## src/rtl/rr2_issue_arbiter.sv

```systemverilog
// Two-grant round-robin issue arbiter: picks the first two eligible requesters in
// rotating priority order and holds them in a valid/ready output bundle.

module pe2_lsb #(
  parameter int WIDTH = 8
) (
  input  logic [WIDTH-1:0]         vec,
  output logic                     valid0,
  output logic [$clog2(WIDTH)-1:0] idx0,
  output logic                     valid1,
  output logic [$clog2(WIDTH)-1:0] idx1
);
  localparam int IW = $clog2(WIDTH);

  // Scan high to low so the lowest set bit ends in slot 0 and the next one in slot 1.
  always_comb begin
    valid0 = 1'b0;
    valid1 = 1'b0;
    idx0   = '0;
    idx1   = '0;
    for (int i = WIDTH - 1; i >= 0; i--) begin
      if (vec[i]) begin
        idx1   = idx0;
        valid1 = valid0;
        idx0   = IW'(i);
        valid0 = 1'b1;
      end
    end
  end
endmodule

module rr2_issue_arbiter #(
  parameter int WIDTH = 8
) (
  input  logic                     CLK,
  input  logic                     nRST,
  input  logic [WIDTH-1:0]         req_vec,
  input  logic                     flush,
  input  logic                     out_ready,
  output logic                     out_valid0,
  output logic [$clog2(WIDTH)-1:0] out_index0,
  output logic                     out_valid1,
  output logic [$clog2(WIDTH)-1:0] out_index1,
  output logic [WIDTH-1:0]         ack_one_hot,
  output logic [$clog2(WIDTH)-1:0] rr_ptr
);
  localparam int IW = $clog2(WIDTH);

  logic          valid0_q, valid0_d, valid1_q, valid1_d;
  logic [IW-1:0] index0_q, index0_d, index1_q, index1_d;
  logic [IW-1:0] ptr_q, ptr_d;

  logic [WIDTH-1:0] held_mask, eligible, ptr_mask, masked;
  logic             m_v0, m_v1, u_v0, u_v1;
  logic [IW-1:0]    m_i0, m_i1, u_i0, u_i1;
  logic [IW-1:0]    sel0, sel1, last_sel;
  logic             load;

  always_comb begin
    held_mask = '0;
    if (valid0_q) begin
      held_mask[index0_q] = 1'b1;
      if (valid1_q) held_mask[index1_q] = 1'b1;
    end
  end

  always_comb begin
    ptr_mask = '0;
    for (int i = 0; i < WIDTH; i++) ptr_mask[i] = (i >= int'(ptr_q));
  end

  assign eligible = req_vec & ~held_mask;
  assign masked   = eligible & ptr_mask;

  pe2_lsb #(.WIDTH(WIDTH)) u_pe_masked (
    .vec(masked), .valid0(m_v0), .idx0(m_i0), .valid1(m_v1), .idx1(m_i1)
  );

  pe2_lsb #(.WIDTH(WIDTH)) u_pe_unmasked (
    .vec(eligible), .valid0(u_v0), .idx0(u_i0), .valid1(u_v1), .idx1(u_i1)
  );

  // With one masked hit, slot 1 wraps to the lowest eligible index; it can only
  // collide with slot 0 when nothing sits below rr_ptr, in which case slot 1 is invalid.
  always_comb begin
    if (m_v1) begin
      sel0 = m_i0;
      sel1 = m_i1;
    end else if (m_v0) begin
      sel0 = m_i0;
      sel1 = (u_i0 != m_i0) ? u_i0 : u_i1;
    end else begin
      sel0 = u_i0;
      sel1 = u_i1;
    end
    last_sel = u_v1 ? sel1 : sel0;
  end

  assign load        = !valid0_q || out_ready;
  assign ack_one_hot = (valid0_q && out_ready && !flush) ? held_mask : '0;

  always_comb begin
    valid0_d = valid0_q;
    valid1_d = valid1_q;
    index0_d = index0_q;
    index1_d = index1_q;
    ptr_d    = ptr_q;
    if (flush) begin
      valid0_d = 1'b0;
      valid1_d = 1'b0;
    end else if (load) begin
      valid0_d = u_v0;
      valid1_d = u_v1;
      if (u_v0) begin
        index0_d = sel0;
        ptr_d    = last_sel + IW'(1);
      end
      if (u_v1) index1_d = sel1;
    end
  end

  always_ff @(posedge CLK) begin
    if (!nRST) begin
      valid0_q <= 1'b0;
      valid1_q <= 1'b0;
      index0_q <= '0;
      index1_q <= '0;
      ptr_q    <= '0;
    end else begin
      valid0_q <= valid0_d;
      valid1_q <= valid1_d;
      index0_q <= index0_d;
      index1_q <= index1_d;
      ptr_q    <= ptr_d;
    end
  end

  assign out_valid0 = valid0_q;
  assign out_valid1 = valid1_q;
  assign out_index0 = index0_q;
  assign out_index1 = index1_q;
  assign rr_ptr     = ptr_q;
endmodule

```

## config.mk

```make
export PLATFORM = sky130hd
export DESIGN_NAME = rr2_issue_arbiter
export DESIGN_NICKNAME = d
export VERILOG_FILES = /design/src/rtl/rr2_issue_arbiter.sv
export SDC_FILE = /design/constraint.sdc
export NUM_CORES = 1
export LEC_CHECK = 0
export ABC_AREA = 1
export BUFFER_PORTS_ARGS = -buffer_cell sky130_fd_sc_hd__buf_2
export CAP_MARGIN = 30
export CORE_MARGIN = 2
export CORE_UTILIZATION = 45
export DETAILED_ROUTE_END_ITERATION = 12
export PLACE_DENSITY = 0.66
export SLEW_MARGIN = 20
export SYNTH_ARGS = -nofsm -noshare
export SYNTH_HDL_FRONTEND = slang
export SYNTH_SLANG_ARGS = --single-unit
```

## constraint.sdc

```tcl
create_clock -name CLK -period 3.2 [get_ports CLK]
set_input_delay 0.64 -clock CLK [delete_from_list [all_inputs] [get_ports CLK]]
set_output_delay 0.64 -clock CLK [all_outputs]
set_load 0.02 [all_outputs]
```

==> impl_metrics.tcl, run 1 <==
set metrics [dict create \
    switching_share_pct 50.6 \
    die_area_um2 4490 \
    fin_skew_ps 1.01 \
    cap_violations 0 \
    dp_hpwl_um 3990 \
    cts_buffer_depth 2 \
    cpPeakStageDelay_ps 470 \
    ys_seq_area_share_pct 12.3 \
    critPathCaptureType "register" \
    final_cell_mix "nand2_1, inv_1, nor2_1, buf_2" \
    rsz0062_at_grt "no" \
    setup_viol 0 \
    worstPathMaxFanout 10 \
    clk_pin_slew_ps 50 \
    synth-warning-count 0 \
    cp_cell_sequence "inv_2 > nand3_1 > o21ai_2 > nand2_2 > nand3_4 > nand2_2 > inv_2 > nand2_2 > nand2_1 > nand2_1 > nand2_1 > nor2_2 > nand3_2 > nand2_2 > nand3_1 > o211ai_1 > nand3_1 > ha_1 > o21ai_0 > a21oi_1" \
    post_cts_buffers 0 \
    rows 22 \
    max_slew_margin_pct 64.5 \
    cts_tree "built" \
    power_frac_comb_pct 61.2 \
    synth_edf_count 0 \
    vias 1932 \
    seqPwrFrac_pct 22.2 \
    fmax_mhz 371 \
    ys_seq_elements 11 \
    fp.dieW_um 67.0 \
    seqCellArea_um2 220 \
    avgViaCountPerCell 5.14 \
    wl_per_cell_um 12.4 \
    cellLeakagePower_nw 1.10 \
    synth_top_area_share_pct 14.3 \
    synth_top_area_cell "nand2_1" \
    finalNetCount 342 \
    avgSynthCellArea_um2 6.07 \
    core_um2 3740 \
    hold_class "register to register" \
    outcome "finished clean" \
    worstPathBufferInverterCount 2 \
    syn_area_um2 1790 \
    io_buffers 30 \
    root_buffer "clkbuf_8" \
    peakVddDrop_uv 369 \
    grt_overflow 0 \
    area_delta_synth_final_pct 14.0 \
    crit_slowest_cell "dfxtp_1" \
    whs_endpoint "rr_ptr[1]$_SDFFE_PN0P_" \
    multi_input_area_um2 1390 \
    ctsHoldBuffers 0 \
    num-fill-cells 407 \
    period_needed_ps 2700 \
    drv_slew 0 \
    critPathArrivalTime_ps 2810 \
    first_pass_iters 4 \
    r2r_end "rr_ptr[1]$_SDFFE_PN0P_" \
    grt_pass1_vias 1671 \
    power_density_nw_per_um2 413 \
    grt_max_degree 12 \
    final_antenna_net_count 0 \
    hold_depth 2 \
    htreeDepth 1 \
    grt_pass1_wl_um 7810 \
    start_util_pct 47.7 \
    place_area_um2 1990 \
    async_flop_share_pct 0 \
    drc 0 \
    r2r_start "out_index0[2]$_SDFFE_PN0P_" \
    switchingPower_mw 0.425 \
    syn-num-nets 307 \
    finalCritPeriodShare_pct 84.2 \
    layout-drive-gt1-share_pct 32.3 \
    grt_util_all_layers_pct 22.6 \
    clkSinkCount 11 \
    rrSetupSlack_ps 500 \
    layout_commonest_cell "nand2_1" \
    crit_family "simple AND/OR/NAND/NOR gates" \
    yosys_most_used_dff "dfxtp_1" \
    die_y_um 67.0 \
    synthTopCellsByArea "nand2_1, dfxtp_1, nand2_2, nand3_2, inv_1" \
    hp-start "rr_ptr[1]$_SDFFE_PN0P_" \
    max_slew.worst_pin.slew_ps 525 \
    rr_worst_depth 20 \
    hold_viol 0 \
    critPathLaunchType "register" \
    finalWirelength_um 4660 \
    drt_iter0_markers 120 \
    cpMostUsedCell "nand2_2" \
    cp.required_ps 3320 \
    fin_util_pct 54.4 \
    antenna_found_initial 0 \
    clkPwrFrac_pct 16.6 \
    diodes 0 \
    power.internal_mw 0.415 \
    syn_inst 294 \
    postCtsResizedCells 0 \
    place.gp.congestion 0.920 \
    clock_latency_ps 240 \
    netlist-cell-type-count 39 \
    design_area_um2 2040 \
    tns_ps 0 \
    numCtsBuffers 3 \
    worstSetupPathType "register to register" \
    io_pins 31 \
]
worst max-delay path by stage:
stage	from	to	slack, ps	cells past startpoint
floorplan	out_valid1$_SDFFE_PP0N_	rr_ptr[1]$_SDFFE_PN0P_	690	20
detailed placement	req_vec[7]	rr_ptr[1]$_SDFFE_PN0P_	390	18
finish	out_index0[2]$_SDFFE_PN0P_	rr_ptr[1]$_SDFFE_PN0P_	500	20
CTS	out_index0[0]$_SDFFE_PN0P_	rr_ptr[1]$_SDFFE_PN0P_	520	18
global placement	req_vec[7]	rr_ptr[1]$_SDFFE_PN0P_	460	18
global route	out_index1[1]$_SDFFE_PN0P_	rr_ptr[1]$_SDFFE_PN0P_	200	22
registers in the layout (all words and copies together), names as in the netlist:
signal      flops
rr_ptr          3
out_index1      3
out_valid1      1
out_index0      3
out_valid0      1
worst min-delay path, delay by kind of cell, from the launching register on:
kind / cells / cell delay, ps
flops: 1 / 350
buf+inv: 1 / 90
compound gates: 1 / 60
stage by stage:
| step | hold slack (ps) | instances | power [mW] | setup slack, ps |
|---|---|---|---|---|
| 2_1_floorplan | 573 | 294 | 0.581 | 695 |
| 3_3_place_gp | 540 | 372 | 0.699 | 455 |
| 3_5_place_dp | 540 | 372 | 0.700 | 394 |
| 4_1_cts | 548 | 376 | 0.841 | 520 |
| 5_1_grt | 599 | 376 | 0.915 | 202 |
| 6_report | 547 | 376 | 0.840 | 505 |
logic make-up (layout without fill, tap and decap cells):
family | Yosys count | count (layout) | share of synthesized area, %
fa+ha+maj | 1 | 1 | 0.701
flops | 11 | 11 | 12.3
xor+xnor | 1 | 1 | 0.491
simple gates | 186 | 186 | 59.0
buf+inv | 45 | 79 | 10.0
compound gates | 50 | 50 | 17.5
Yosys cell counts (all sizes together), types with 2 or more instances:
master	n
nor2	37
dfxtp	11
nand3	41
o21ai	21
a21oi	16
nand4	2
nor3	2
clkinv	3
inv	41
a31oi	2
nand2	103
layer usage:
metal  global-route usage [%]  part of all wire, %  vias up
li1                         -                    -     1036
met1                     35.1                   52      848
met2                     34.8                   43       48
met3                     2.70                  4.7        0
met4                    0.765                    0        0
met5                        0                    0        -
power by group through the flow:
stage	Clock [mW]	Combinational, mW	Sequential [mW]
6_report	0.139	0.514	0.187
3_3_place_gp	0	0.510	0.189
4_1_cts	0.142	0.513	0.186
3_5_place_dp	0	0.511	0.189
2_1_floorplan	0	0.377	0.204
5_1_grt	0.147	0.577	0.191
final cells by class:
cell class | count | area share, %
multi-input combinational | 238 | 68.1
clock inverter | 1 | 0.246
sequential | 11 | 10.8
tap | 48 | 2.95
inverter | 44 | 8.11
clock buffer | 3 | 2.03
timing repair buffer | 31 | 7.74
(Power assumes the default switching activity.)
==> run 2, diff against run 1 <==
==> constraint.sdc (replaced) <==
create_clock -name CLK -period 2.7 [get_ports CLK]
set_input_delay 0.54 -clock CLK [delete_from_list [all_inputs] [get_ports CLK]]
set_output_delay 0.54 -clock CLK [all_outputs]
set_load 0.02 [all_outputs]
==> impl_metrics.tcl, run 2 (synthesis results as in run 1) <==
set metrics [dict create \
    cts_tree "built" \
    rrSetupSlack_ps 160 \
    clkSinkCount 11 \
    drt_iter0_markers 157 \
    rows 22 \
    grt_overflow 0 \
    finalCritPeriodShare_pct 94.1 \
    power_density_nw_per_um2 476 \
    wl_per_cell_um 12.9 \
    period_needed_ps 2540 \
    critPathLaunchType "register" \
    htreeDepth 1 \
    num-fill-cells 379 \
    dp_hpwl_um 4080 \
    fmax_mhz 394 \
    grt_pass1_vias 1640 \
    worstSetupPathType "register to register" \
    cp-startpoint "out_index1[1]$_SDFFE_PN0P_" \
    cts_buffer_depth 2 \
    hold_viol 0 \
    avgViaCountPerCell 5.14 \
    io_buffers 30 \
    power_frac_comb_pct 63.2 \
    root_buffer "clkbuf_8" \
    place.gp.congestion 0.915 \
    design_area_um2 2310 \
    clk_pin_slew_ps 50 \
    switchingPower_mw 0.544 \
    fin_skew_ps 0.491 \
    r2r_start "out_index1[1]$_SDFFE_PN0P_" \
    core_um2 3740 \
    start_util_pct 47.7 \
    final_antenna_net_count 0 \
    wl_met2_um 2240 \
    vias 2020 \
    wl_met1_um 2550 \
    outcome "finished clean" \
    diodes 0 \
    antenna_found_initial 0 \
    switching_share_pct 49.6 \
    io_pins 31 \
    cap_violations 0 \
    peakVddDrop_uv 424 \
    dp.cells 380 \
    max_slew_margin_pct 76.8 \
    fp.dieW_um 67.0 \
    worstPathMaxFanout 6 \
    area_delta_synth_final_pct 29.2 \
    finalWirelength_um 5080 \
    power.internal_mw 0.552 \
    drv_slew 0 \
    max_slew.worst_pin.slew_ps 344 \
    setup_viol 0 \
    first_pass_iters 4 \
    timing.hold.ws_ps 512 \
    layout.cells.non_filler 393 \
    place_area_um2 2050 \
    grt_util_all_layers_pct 23.0 \
    clkPwrFrac_pct 15.2 \
    layout_commonest_cell "nand2_1" \
    hold_class "register to register" \
    cellLeakagePower_nw 1.23 \
    grt_pass1_wl_um 7800 \
    layout-drive-gt1-share_pct 42.9 \
    rsz0062_at_grt "yes" \
    finalNetCount 359 \
    grt_max_degree 11 \
    clock_latency_ps 240 \
    die_area_um2 4490 \
    numCtsBuffers 3 \
    seqPwrFrac_pct 21.6 \
    final_cell_mix "nand2_1, inv_1, buf_2, nor2_1, nand2_2" \
    drc 0 \
    die_y_um 67.0 \
    critPathCaptureType "register" \
    critPathArrivalTime_ps 2710 \
    top_layer "met4" \
    cp.required_ps 2870 \
    wl_met3_um 260 \
    hp-start "rr_ptr[1]$_SDFFE_PN0P_" \
]
-- run 2: changes by cell type in the layout (fill, tap and decap cells not counted), moves of 2 or more --
cell,before,now
dfxtp_2,0,5
buf_4,1,18
nand3_4,3,7
nor2_2,2,6
nand3_2,14,11
dfxtp_1,11,1
nor2_1,33,29
nand2_1,68,61
dfxtp_4,0,5
nand2_4,10,15
inv_4,0,2
inv_1,33,31
-- run 2: cell type report --
cell class	instances	area, µm²	share of cell area [%]
Clock buffer	3	41.3	1.79
Clock inverter	1	5.00	0.217
Inverter	44	170	7.38
Multi-Input combinational cell	238	1500	65.0
Sequential cell	11	245	10.6
Tap cell	48	60.1	2.60
Timing Repair Buffer	48	285	12.4
-- run 2: path summary, 6_finish.rpt --
kind                                 end  depth (start not counted)
setup / recovery  rr_ptr[1]$_SDFFE_PN0P_                         20
hold / removal    rr_ptr[1]$_SDFFE_PN0P_                          2
setup reg to reg  rr_ptr[1]$_SDFFE_PN0P_                         20
hold reg to reg   rr_ptr[1]$_SDFFE_PN0P_                          2
-- run 2: metal layers --
metal  track usage, %  vias up
met4             2.81        0
li1                 -     1073
met5                0        -
met3             3.89        2
met1             35.7      901
met2             33.4       44
-- run 2: critical path: stages (launching register included) --
cell and delay [ps]:
dfxtp_4 400, nand2_4 70, o21ai_2 180, nand2_2 100, nand2_4 150, nand2_4 70
nand3_2 70, nand2_2 70, nand2_2 100, inv_2 40, nand2_1 50, nand2_1 60
nor2_2 100, nand3_2 90, nand2_2 110, nand3_1 70, o211ai_1 120, nand3_1 120
ha_2 320, o21ai_1 50, a21oi_1 110
-- run 2: metrics by stage --
step                      TNS (ps)  util, %  setup slack [ps]  total power, mW
after global routing         -56.2     61.6             -36.1             1.19
after global placement           0     54.7              84.7            0.854
after floorplan                  0        -               195            0.689
after CTS                        0     56.0              33.6             1.03
final                            0     61.6               160             1.10
after detailed placement         0     54.7              42.6            0.857
-- run 2: power by group through the flow --
stage / clock, mW / sequential [mW] / combinational, mW
2_1_floorplan: 0 / 0.242 / 0.447
3_3_place_gp: 0 / 0.224 / 0.629
3_5_place_dp: 0 / 0.225 / 0.632
4_1_cts: 0.171 / 0.222 / 0.635
5_1_grt: 0.182 / 0.240 / 0.767
6_report: 0.166 / 0.237 / 0.694
-- run 2: what timing repair did --
item	in CTS	in global routing
resized for setup	0	46
setup endpoints to repair	0	2
hold buffers	0	0
buffers inserted	0	9
